--- src/rtl/alu_pkg.sv ---
`default_nettype none
// ============================================================================
// Module   : alu_pkg
// Purpose  : Shared definitions for the ALU result path: status-flag bit
//            positions, supported op-code constants, the illegal-op check and
//            the packed FIFO entry layout.
// Revision : 1.0 - initial release
// ============================================================================
package alu_pkg;

  // Bit positions inside a packed 4-bit flag vector {cout,neg,zero,ovf}
  localparam int FLAG_COUT = 3;
  localparam int FLAG_NEG  = 2;
  localparam int FLAG_ZERO = 1;
  localparam int FLAG_OVF  = 0;

  // Op-code constants for the ALU select field, 0000 to 1101.
  // 1001 sits inside that range but is reserved and flagged as illegal.
  localparam logic [3:0] OP_SEL_0  = 4'b0000;
  localparam logic [3:0] OP_SEL_1  = 4'b0001;
  localparam logic [3:0] OP_SEL_2  = 4'b0010;
  localparam logic [3:0] OP_SEL_3  = 4'b0011;
  localparam logic [3:0] OP_SEL_4  = 4'b0100;
  localparam logic [3:0] OP_SEL_5  = 4'b0101;
  localparam logic [3:0] OP_SEL_6  = 4'b0110;
  localparam logic [3:0] OP_SEL_7  = 4'b0111;
  localparam logic [3:0] OP_SEL_8  = 4'b1000;
  localparam logic [3:0] OP_SEL_9  = 4'b1001;
  localparam logic [3:0] OP_SEL_10 = 4'b1010;
  localparam logic [3:0] OP_SEL_11 = 4'b1011;
  localparam logic [3:0] OP_SEL_12 = 4'b1100;
  localparam logic [3:0] OP_SEL_13 = 4'b1101;

  // Select codes the ALU does not implement
  function automatic logic is_illegal_sel(input logic [3:0] sel);
    return (sel == 4'b1001) || (sel == 4'b1110) || (sel == 4'b1111);
  endfunction

  typedef struct packed {
    logic [31:0] y;
    logic [3:0]  sel;
    logic [3:0]  flags;
    logic        illegal;
  } alu_entry_t;

endpackage
`default_nettype wire

--- src/rtl/alu_fifo_mem.sv ---
`default_nettype none
// ============================================================================
// Module   : alu_fifo_mem
// Purpose  : DEPTH x alu_entry_t register array, one synchronous write port
//            and one asynchronous (combinational) read port. Not reset.
// Ports    : clk      - clock
//            wr_en    - write enable
//            wr_addr  - write index
//            wr_data  - entry to store
//            rd_addr  - read index
//            rd_data  - entry at rd_addr (combinational)
// Revision : 1.0 - initial release
// ============================================================================
module alu_fifo_mem
  import alu_pkg::*;
#(
  parameter  int DEPTH = 4,
  localparam int AW    = $clog2(DEPTH)
) (
  input  logic          clk,
  input  logic          wr_en,
  input  logic [AW-1:0] wr_addr,
  input  alu_entry_t    wr_data,
  input  logic [AW-1:0] rd_addr,
  output alu_entry_t    rd_data
);

  alu_entry_t mem_q [DEPTH];
  alu_entry_t mem_d [DEPTH];

  always_comb begin
    mem_d = mem_q;
    if (wr_en) begin
      mem_d[wr_addr] = wr_data;
    end
  end

  always_ff @(posedge clk) begin
    mem_q <= mem_d;
  end

  assign rd_data = mem_q[rd_addr];

endmodule
`default_nettype wire

--- src/rtl/alu_result_fifo.sv ---
`default_nettype none
// ============================================================================
// Module   : alu_result_fifo
// Purpose  : Registered output stage behind the 32-bit ALU. Captures Y, the
//            op select and the {cout,neg,zero,ovf} flags through valid/ready,
//            buffers up to DEPTH results in order (show-ahead head) and keeps
//            the flags of the most recently accepted result.
// Ports    : clk, rst_n                 - clock, async active-low reset
//            in_valid/in_ready          - upstream handshake (ready = not full)
//            in_y, in_sel, in_cout,
//            in_neg, in_zero, in_ovf    - ALU result and flags
//            out_valid/out_ready        - downstream handshake
//            out_y, out_sel, out_flags,
//            out_illegal                - head entry (zero while empty)
//            last_flags                 - flags of last accepted entry
//            count                      - occupancy
//            clr_sticky, sticky_ovf     - only with ALU_STICKY_OVF_EN
// Options  : ALU_STICKY_OVF_EN adds a sticky overflow bit with clear input.
// Revision : 1.0 - initial release
// ============================================================================
module alu_result_fifo
  import alu_pkg::*;
#(
  parameter  int DEPTH = 4,
  localparam int AW    = $clog2(DEPTH)
) (
  input  logic        clk,
  input  logic        rst_n,
  input  logic        in_valid,
  output logic        in_ready,
  input  logic [31:0] in_y,
  input  logic [3:0]  in_sel,
  input  logic        in_cout,
  input  logic        in_neg,
  input  logic        in_zero,
  input  logic        in_ovf,
  output logic        out_valid,
  input  logic        out_ready,
  output logic [31:0] out_y,
  output logic [3:0]  out_sel,
  output logic [3:0]  out_flags,
  output logic        out_illegal,
  output logic [3:0]  last_flags,
`ifdef ALU_STICKY_OVF_EN
  input  logic        clr_sticky,
  output logic        sticky_ovf,
`endif
  output logic [AW:0] count
);

  localparam int            CW       = AW + 1;
  localparam logic [AW:0]   FULL_CNT = CW'(DEPTH);

  logic [AW-1:0] wr_ptr_q, wr_ptr_d;
  logic [AW-1:0] rd_ptr_q, rd_ptr_d;
  logic [AW:0]   count_q, count_d;
  logic [3:0]    last_flags_q, last_flags_d;

  logic          push;
  logic          pop;
  logic [3:0]    in_flags;
  alu_entry_t    wr_entry;
  alu_entry_t    head;

  // Ready and valid come only from the registered count, so there is no
  // combinational path from out_ready to in_ready: a full FIFO stays closed
  // for the cycle in which it is popped.
  assign in_ready  = (count_q != FULL_CNT);
  assign out_valid = (count_q != '0);
  assign push      = in_valid & in_ready;
  assign pop       = out_valid & out_ready;

  always_comb begin
    in_flags            = '0;
    in_flags[FLAG_COUT] = in_cout;
    in_flags[FLAG_NEG]  = in_neg;
    in_flags[FLAG_ZERO] = in_zero;
    in_flags[FLAG_OVF]  = in_ovf;
  end

  always_comb begin
    wr_entry.y       = in_y;
    wr_entry.sel     = in_sel;
    wr_entry.flags   = in_flags;
    wr_entry.illegal = is_illegal_sel(in_sel);
  end

  alu_fifo_mem #(
    .DEPTH (DEPTH)
  ) u_mem (
    .clk     (clk),
    .wr_en   (push),
    .wr_addr (wr_ptr_q),
    .wr_data (wr_entry),
    .rd_addr (rd_ptr_q),
    .rd_data (head)
  );

  // Pointers wrap naturally because DEPTH is a power of two.
  always_comb begin
    wr_ptr_d     = wr_ptr_q;
    rd_ptr_d     = rd_ptr_q;
    count_d      = count_q;
    last_flags_d = last_flags_q;
    if (push) begin
      wr_ptr_d     = wr_ptr_q + AW'(1);
      last_flags_d = in_flags;
    end
    if (pop) begin
      rd_ptr_d = rd_ptr_q + AW'(1);
    end
    case ({push, pop})
      2'b10:   count_d = count_q + CW'(1);
      2'b01:   count_d = count_q - CW'(1);
      default: count_d = count_q;
    endcase
  end

  always_ff @(posedge clk or negedge rst_n) begin
    if (!rst_n) begin
      wr_ptr_q     <= '0;
      rd_ptr_q     <= '0;
      count_q      <= '0;
      last_flags_q <= '0;
    end else begin
      wr_ptr_q     <= wr_ptr_d;
      rd_ptr_q     <= rd_ptr_d;
      count_q      <= count_d;
      last_flags_q <= last_flags_d;
    end
  end

  // Storage is not reset, so the head is masked to zero while empty.
  assign out_y       = out_valid ? head.y       : '0;
  assign out_sel     = out_valid ? head.sel     : '0;
  assign out_flags   = out_valid ? head.flags   : '0;
  assign out_illegal = out_valid ? head.illegal : 1'b0;
  assign last_flags  = last_flags_q;
  assign count       = count_q;

`ifdef ALU_STICKY_OVF_EN
  logic sticky_ovf_q, sticky_ovf_d;

  // Set has priority over clear when both happen in one cycle.
  always_comb begin
    sticky_ovf_d = sticky_ovf_q;
    if (clr_sticky) begin
      sticky_ovf_d = 1'b0;
    end
    if (push && in_ovf) begin
      sticky_ovf_d = 1'b1;
    end
  end

  always_ff @(posedge clk or negedge rst_n) begin
    if (!rst_n) begin
      sticky_ovf_q <= 1'b0;
    end else begin
      sticky_ovf_q <= sticky_ovf_d;
    end
  end

  assign sticky_ovf = sticky_ovf_q;
`endif

endmodule
`default_nettype wire

--- config.mk ---
export PLATFORM = sky130hd
export DESIGN_NAME = alu_result_fifo
export DESIGN_NICKNAME = d
export VERILOG_FILES = /design/src/rtl/alu_pkg.sv /design/src/rtl/alu_fifo_mem.sv /design/src/rtl/alu_result_fifo.sv
export SDC_FILE = /design/constraint.sdc
export NUM_CORES = 1
export LEC_CHECK = 0
export CORE_ASPECT_RATIO = 1.5
export CORE_MARGIN = 5
export CORE_UTILIZATION = 52
export CTS_CLUSTER_DIAMETER = 50
export DETAILED_ROUTE_END_ITERATION = 16
export GPL_TIMING_DRIVEN = 0
export HOLD_SLACK_MARGIN = 0.15
export PLACE_DENSITY = 0.76
export RECOVER_POWER = 100
export SETUP_SLACK_MARGIN = 0.4
export SYNTH_ARGS = -nofsm -noshare
export SYNTH_HDL_FRONTEND = slang
export SYNTH_SLANG_ARGS = --single-unit
export TNS_END_PERCENT = 5
--- constraint.sdc ---
create_clock -name clk -period 3.8 [get_ports clk]
set_input_delay 0.38 -clock clk [delete_from_list [all_inputs] [get_ports clk]]
set_output_delay 0.38 -clock clk [all_outputs]
set_load 0.01 [all_outputs]
Word level (Yosys, flattened, before mapping) --
Cells that the tools add are included.
Cells by class: reduce and logical (&&, ||, !) cells 5, equality and inequality tests 6, order comparisons 3, bitwise operators 4, add/sub/neg operators 4, multiplexer cells 11
Operators with widths (number):
- bitwise mux 164 bit | 1
- two-way mux 41 bit | 3
- binary-select mux 41 bit (select 2 bit) | 1
- demux 41 bit (select 2 bit) | 1
- two-way mux 32 bit | 1
- == test 4 bit, second input constant | 3
- two-way mux 4 bit | 2
- greater-or-equal comparator 3 bit, second input constant | 2
- NOT 2 -> 3 bit | 2
- case mux 3 bit (2 select lines) | 1
- adder 2 x 1 -> 2 bit, second input constant | 2
- adder 3 x 1 -> 3 bit, second input constant | 1
- less-than comparator 3 x 1 -> 1 bit, second input constant | 1
- inequality test 3 bit, second input constant | 1
- nonzero test 3 bit | 1
- subtractor 3 x 1 -> 3 bit, second input constant | 1
- AND 1 bit | 2
- == test 2 x 1 -> 1 bit, second input constant | 1
- == test 2 bit, second input constant | 1
- logical OR 1 bit | 2
- nonzero test 2 bit | 1
- logical AND 1 bit | 1
- two-way mux 1 bit | 1
Storage, ports and cells: input port bits 44, bits in registers 175, output and inout bits 50, logic and storage cells 53

Logic depth before layout (Yosys ltp) --
Gate-level depths: netlist of run 1.
word-level depth 6, depth in mapped cells 9, gate-level depth less buffers 8

By module --
From an unflattened synthesis of run 1, not the netlist that was laid out.
Unflattened totals: cell total of the unflattened synthesis 305, area total of the unflattened synthesis 6820.3 sq um
Modules (own cells, without submodules):
- alu_fifo_mem | cells each 219, instances 1, seq. area each 4924.7 sq um, area each 5998.3 sq um
- alu_result_fifo | cells each 86, instances 1, seq. area each 275.3 sq um, area each 822.0 sq um

Least setup slack after synthesis of run 1 --
OpenSTA, ideal clock, no wires.
path type reg2reg, from reg count_q[2], in the netlist count[2], to reg u_mem.mem_q[0] (netlist bit) (enable), stages on the path, launching flop included 4, data required time 3.397 ns, path buffers 1, clock period less this slack 2.223 ns, setup time 0.403 ns, path slack 1.577 ns, arrival 1.820 ns, path through dfrtp_1 > or3b_1 > buf_2 > and3_1
Between the ends: word-level cells in the longest chain between the ends 2
Ends and longest elaborated chain:
- from (decl) | RTL line alu_result_fifo.sv:56 | logic [AW:0] count_q, count_d;
- from (signal assigned) | RTL line alu_result_fifo.sv:128 | count_q <= count_d;
- inequality test 3 bit | RTL line alu_result_fifo.sv:68 | assign in_ready = (count_q != FULL_CNT);
- named net in_ready | RTL line alu_result_fifo.sv:30 | output logic in_ready,
- AND 1 bit | RTL line alu_result_fifo.sv:70 | assign push = in_valid & in_ready;
- to (signal assigned) | RTL line alu_fifo_mem.sv:39 | mem_q <= mem_d;
- to (decl) | RTL line alu_fifo_mem.sv:28 | alu_entry_t mem_q [DEPTH];
The timed path passes the listed nets, and every way through them passes these cells. A chain may end at the register's enable or synchronous reset.

Final worst setup path of run 1 --
from reg count_q[0], in the netlist count[0], to out out_y[16]
Between the ends: word-level cells in the longest chain between the ends 2
Ends and longest elaborated chain:
- nonzero test 3 bit | RTL line alu_result_fifo.sv:69 | assign out_valid = (count_q != '0);
- two-way mux 32 bit | RTL line alu_result_fifo.sv:134 | assign out_y = out_valid ? head.y : '0;
- to (decl) | RTL line alu_result_fifo.sv:39 | output logic [31:0] out_y,
Every way passes these cells.

==> reports/results.txt, run 1 <==
CTS Hold Bufs -> 0
gr usage total -> 16.4%
Setup-failing EPs final -> 0
layout cells sized above 1 -> 20.0%
Critical Path Sink Type -> output port
routed vias -> 3227
die footprint -> 15600 sq um
Area after DPL -> 8050 sq um
adder-cell share of the synthesized area -> 1.21%
largest net degree at the start of global routing -> 23
PwrDens -> 804 nW/um^2
grt total ovfl -> 0
WP data arrival -> 2520 ps
Max Slew Vio Count -> 0
n_diodes -> 0
worst hold path class -> in -> async
period utilization -> 76.4%
layout net count -> 477
Iter 0 DRT Violations -> 147
syn avg cell area -> 22.0 sq um
flops & latches, synth -> 175
critical path peak fanout -> 10
number of max-cap violations -> 0
Tmin final -> 2900 ps
leakage power -> 0.00290 uW
worst reg2reg path endpoint -> count[2]
global placement routability congestion -> 0.723
dominant combinational cell family by area after synthesis -> multiplexers
Critical Path RT -> 3420 ps
Setup Crit Path Kind -> reg -> out
Post-CTS Resized -> 0
Residual DRC -> 0
post-route ant nets -> 0
Worst-Margin Slew -> 1240 ps
synthesized area -> 6830 sq um
latest clock arrival within the worst-skew pair -> 410 ps
CTS tree -> done
Flop pwr share -> 38.5%
maximum vdd drop -> 0.531 mV
reg-to-reg slack, setup -> 1390 ps
total core area -> 13000 sq um
final instance area -> 8610 sq um
YS warnings -> 0
final hold vios -> 0
Switching Share -> 28.8%
Clk pwr share -> 23.9%
initial antenna violation count -> 0
clock slew at reported path FFs -> 70 ps
first-pass GRT wire length -> 19100 um
area growth from synthesis to layout -> 26.0%
Initial Util -> 52.8%
Mapped Cells -> 311
fmax -> 345 MHz
Net Sw Power -> 1990 uW
Sum Neg Setup Slack -> 0 ps
die height -> 150 um
sequential fraction of the synthesis area -> 76.1%
Worst setup SP type -> register
setup bufs post-CTS -> 0
status -> complete, no violations
Root Buffer -> clkbuf_16
Boundary Pins -> 94
non-filler instance count after layout -> 599
vias in the first global route -> 3651
CTS Sinks -> 175
Rel. slew slack -> 17.5%
Synthesized Nets -> 361
placed insts -> 567
H-tree levels -> 4
DRT Wirelength -> 11800 um
detailed placer's ending HPWL -> 7740 um
Distinct cells, synth -> 24
vias per inst -> 5.39
Chip Width -> 104 um
mux cell area share after synthesis -> 14.5%
P_int -> 4930 uW
Synth Area in Simple Gates -> 4.94%
FP Rows -> 51
CTS Buf Count -> 17
compound-cell area share of the yosys netlist -> 0.183%
Reg2Reg Depth -> 9
input/output buffers -> 93
final setup skew -> 8.03 ps
Post-Synth XOR/XNOR Area -> 0.769%
unrepaired setup endpoints after global routing -> no
detail-routed net length per standard cell -> 19.7 um
DRT Pass-1 Iters -> 4
Comb pwr share -> 37.6%
clk buf depth -> 2
RR Startpoint -> count[0]
-- power by group through the flow --
stage | Sequential, uW | Clock [uW] | Combinational [uW]
finish | 2660 | 1650 | 2600
global route | 2700 | 1780 | 2820
CTS | 2670 | 1690 | 2780
detailed placement | 2700 | 0 | 2770
global placement | 2700 | 0 | 2680
floorplan | 2690 | 0 | 1530
-- how the worst max path moves through the flow --
stage	from	to	slack (ps)	depth (start not counted)
6_report	count[0]	out_y[16]	900	5
4_1_cts	count[0]	out_sel[0]	870	5
2_1_floorplan	count[2]	u_mem.mem_q[0]	1580	3
5_1_grt	count[0]	out_y[20]	740	5
3_5_place_dp	count[0]	out_sel[0]	1330	5
3_3_place_gp	in_valid	u_mem.mem_q[23]	620	2
-- flip-flops by register name, summed over array words and instances, names as in the netlist --
register,flops
last_flags,4
wr_ptr_q,2
u_mem.mem_q,164
rd_ptr_q,2
count,3
-- placed cells by master, fill, tap and decap left out, types with 4 or more instances in the layout --
cell / netlist / final
mux2_2: 5 / 5
clkbuf_16: 0 / 17
clkdlybuf4s50_1: 0 / 30
nand2_1: 3 / 4
edfxtp_1: 164 / 164
and3_1: 4 / 4
mux4_2: 38 / 38
dfrtp_1: 11 / 11
and2_1: 42 / 13
dlygate4sd3_1: 0 / 63
inv_6: 0 / 6
clkbuf_1: 6 / 7
inv_1: 5 / 5
buf_12: 4 / 8
buf_2: 5 / 4
ha_1: 5 / 5
and2_0: 0 / 29
-- stage by stage --
| stage | power (uW) | hold WS [ps] | utilization, % | worst slack [ps] |
|---|---|---|---|---|
| global placement | 5390 | 491 | 61.5 | 616 |
| global route | 7290 | 402 | 66.5 | 738 |
| detailed placement | 5470 | 503 | 62.1 | 1330 |
| finish | 6920 | 378 | 66.5 | 898 |
| floorplan | 4220 | 84.4 | - | 1580 |
| CTS | 7130 | 306 | 66.6 | 873 |
-- per-layer routing --
metal	vias to the layer above	wire, um	global-route usage (%)
met5	-	0	0
met4	0	232	6.83
met3	16	471	4.08
met2	74	6600	29.9
met1	1654	4500	18.1
li1	1483	-	-
-- final cells by class --
cell class / instances / area [sq um]
tap: 159 / 199
inverter: 5 / 18.8
fill: 871 / 4340
clock inverter: 15 / 149
clock buffer: 17 / 425
multi-input combinational: 115 / 1470
timing repair buffer: 97 / 1010
buffer: 16 / 138
sequential: 175 / 5200
-- synth_stat cells (all sizes together) --
cell      n  area [sq um]
o21ai     1          5.00
and3      4          25.0
nor2      2          7.51
edfxtp  164          4920
or3       1          6.26
nand3     1          5.00
xnor2     3          26.3
inv       5          18.8
xor2      3          26.3
mux4     41           935
or3b      1          8.76
a21boi    1          7.51
ha        5          62.6
nand2     4          22.5
buf      10           116
and2     42           263
fa        1          20.0
mux2      5          56.3
clkbuf    6          22.5
dfrtp    11           275
-- logic make-up (layout without fill, tap and decap cells) --
group,after synthesis,count (layout)
simple gates,55,55
xor+xnor,6,6
mux,46,46
flops,175,175
buf+inv,21,150
compound gates,2,2
fa+ha+maj,6,6
-- critical path, cell delays in order (launching register included) --
cell           delay [ps]
dfrtp_1               430
or3_1                 390
clkbuf_1              210
clkbuf_1              280
and2_1                200
dlygate4sd3_1         600
(Power assumes the default switching activity.)
==> run 2: changes to the inputs <==
==> constraint.sdc (replaced) <==
create_clock -name clk -period 2.7 [get_ports clk]
set_input_delay 0.27 -clock clk [delete_from_list [all_inputs] [get_ports clk]]
set_output_delay 0.27 -clock clk [all_outputs]
set_load 0.01 [all_outputs]
==> reports/results.txt, run 2 (same netlist as run 1, synthesis figures left out) <==
Area after DPL -> 8050 sq um (unchanged)
Worst setup SP type -> register (unchanged)
clk buf depth -> 2 (unchanged)
placed insts -> 567 (unchanged)
clock slew at reported path FFs -> 70 ps (about the same)
Net Sw Power -> 2850 uW (was 1990 uW)
Critical Path RT -> 2430 ps (was 3420 ps)
non-filler instance count after layout -> 613 (was 599)
period utilization -> 93.8%
commonest cells after routing, fill and taps aside -> edfxtp_1 (164), dlygate4sd3_1 (50), mux4_2 (38) (was edfxtp_1 (164), dlygate4sd3_1 (63), mux4_2 (38))
Max Slew Vio Count -> 0 (unchanged)
DRT Wirelength -> 12100 um (was 11800 um)
PwrDens -> 1120 nW/um^2 (was 804 nW/um^2)
DRT Pass-1 Iters -> 4 (unchanged)
Top Family by Delay on Critical Path -> buffers and inverters (unchanged)
Clk pwr share -> 24.1% (was 23.9%)
global placement routability congestion -> 0.723 (unchanged)
layout net count -> 491 (was 477)
Switching Share -> 29.4% (was 28.8%)
total core area -> 13000 sq um (unchanged)
Power Total -> 9690 uW (was 6920 uW)
layout cells sized above 1 -> 23.8% (was 20.0%)
Setup Crit Path Kind -> reg -> out (unchanged)
grt total ovfl -> 0 (unchanged)
die height -> 150 um (unchanged)
commonest non-fill, non-tap cell in the layout -> edfxtp_1 (unchanged)
Worst Slack Setup Final -> 166 ps (was 898 ps)
layout filler cell count -> 888 (was 871)
fmax -> 395 MHz
H-tree levels -> 4 (unchanged)
detailed placer's ending HPWL -> 7740 um (unchanged)
detail-routed net length per standard cell -> 19.7 um (about the same)
first-pass GRT wire length -> 19500 um (was 19100 um)
Flop pwr share -> 38.6% (was 38.5%)
status -> complete, no violations (unchanged)
WP data arrival -> 2260 ps (was 2520 ps)
CTS Sinks -> 175 (unchanged)
Tmin final -> 2530 ps
Worst-Margin Slew -> 588 ps (was 1240 ps)
crit-path cells -> or3_1 -> clkbuf_4 -> clkbuf_1 -> and2_1 -> clkdlybuf4s50_1 (was or3_1 -> clkbuf_1 -> clkbuf_1 -> and2_1 -> dlygate4sd3_1)
CTS Buf Count -> 17 (unchanged)
worst hold path class -> in -> async (unchanged)
number of max-cap violations -> 0 (unchanged)
die footprint -> 15600 sq um (unchanged)
final hold vios -> 0 (unchanged)
Slowest-stage cell, CP -> clkdlybuf4s50_1 (was dlygate4sd3_1)
max FFs per register -> 164 (unchanged)
buffers plus inverters on the worst setup path -> 3 (unchanged)
critical path peak fanout -> 10 (unchanged)
final instance area -> 8650 sq um (was 8610 sq um)
final setup skew -> 8.91 ps (was 8.03 ps)
Critical Path Sink Type -> output port (unchanged)
initial antenna violation count -> 0 (unchanged)
area growth from synthesis to layout -> 26.6% (was 26.0%)
max incr delay on CP -> 470 ps (was 600 ps)
unrepaired setup endpoints after global routing -> yes (was no)
Root Buffer -> clkbuf_16 (unchanged)
Comb pwr share -> 37.3% (was 37.6%)
Boundary Pins -> 94 (unchanged)
leakage power -> 0.00303 uW (was 0.00290 uW)
Rel. slew slack -> 60.8% (was 17.5%)
Setup-failing EPs final -> 0 (unchanged)
largest net degree at the start of global routing -> 23 (unchanged)
maximum vdd drop -> 0.788 mV (was 0.531 mV)
routed vias -> 3299 (was 3227)
input/output buffers -> 93 (unchanged)
post-route ant nets -> 0 (unchanged)
P_int -> 6840 uW (was 4930 uW)
Residual DRC -> 0 (unchanged)
Initial Util -> 52.8% (unchanged)
n_diodes -> 0 (unchanged)
Iter 0 DRT Violations -> 155 (was 147)
Largest Register -> u_mem.mem_q (unchanged)
vias per inst -> 5.38 (was 5.39)
FP Rows -> 51 (unchanged)
latest clock arrival within the worst-skew pair -> 420 ps (was 410 ps)
CTS tree -> done (unchanged)
gr usage total -> 16.7% (was 16.4%)
Placement Setup Slack -> 345 ps (was 1330 ps)
final design utilization -> 66.8% (was 66.5%)
vias in the first global route -> 3741 (was 3651)
Chip Width -> 104 um (unchanged)
-- run 2: cell count changes in the layout (fill, tap and decap cells not counted), sizes merged --
cell,change
clkdlybuf4s50,-19
dlygate4sd3,-13
dlygate4sd2,+29
clkbuf,+9
dlymetal6s2s,+2
buf,+6
-- run 2: area by class of cell --
cell class / instances / area, sq um / share of cell area [%]
multi-input combinational: 115 / 1480 / 17.1
buffer: 16 / 156 / 1.81
clock buffer: 17 / 425 / 4.92
sequential: 175 / 5200 / 60.1
timing repair buffer: 111 / 1020 / 11.8
inverter: 5 / 18.8 / 0.217
tap: 159 / 199 / 2.30
clock inverter: 15 / 149 / 1.72
-- run 2: path summary, 6_finish.rpt --
kind                                   endpoint  slack [ps]  cells past startpoint           from
worst max register to register  u_mem.mem_q[66]         290                      5       count[0]
worst min-delay path              last_flags[1]         270                      1          rst_n
min in group clk                    rd_ptr_q[1]         500                      3      out_ready
worst max-delay path                   out_y[5]         170                      5       count[2]
worst min register to register    last_flags[2]         510                      1  last_flags[2]
max in group asynchronous           rd_ptr_q[0]        2070                      1          rst_n
-- run 2: worst reg2reg max path, cell delays in order (launching register included) --
cell,delay (ps)
dfrtp_1,360
clkbuf_1,190
or3b_1,140
clkbuf_1,240
and3_2,610
clkbuf_4,510
-- run 2: power by group through the flow --
stage | sequential (uW) | combinational (uW) | clock [uW]
after floorplan | 3790 | 2150 | 0
after global placement | 3800 | 3780 | 0
after detailed placement | 3800 | 3900 | 0
after CTS | 3740 | 3870 | 2380
after global routing | 3790 | 3930 | 2500
final | 3740 | 3610 | 2330
-- run 2: layer usage --
layer | global-route usage [%] | wire, um
met1 | 18.5 | 4520
met2 | 30.5 | 6840
met3 | 4.12 | 535
met4 | 6.83 | 201
met5 | 0 | 0
-- run 2: timing repair --
action,in CTS,in global routing
gates resized for setup,47,3
buffers inserted,14,0
setup endpoints to repair,42,43
hold buffers,0,0
-- run 2: stage by stage --
step	hold slack (ps)	setup TNS, ps
floorplan	-25.6	0
global placement	491	-59330
detailed placement	503	0
CTS	196	0
global route	292	0
finish	269	0
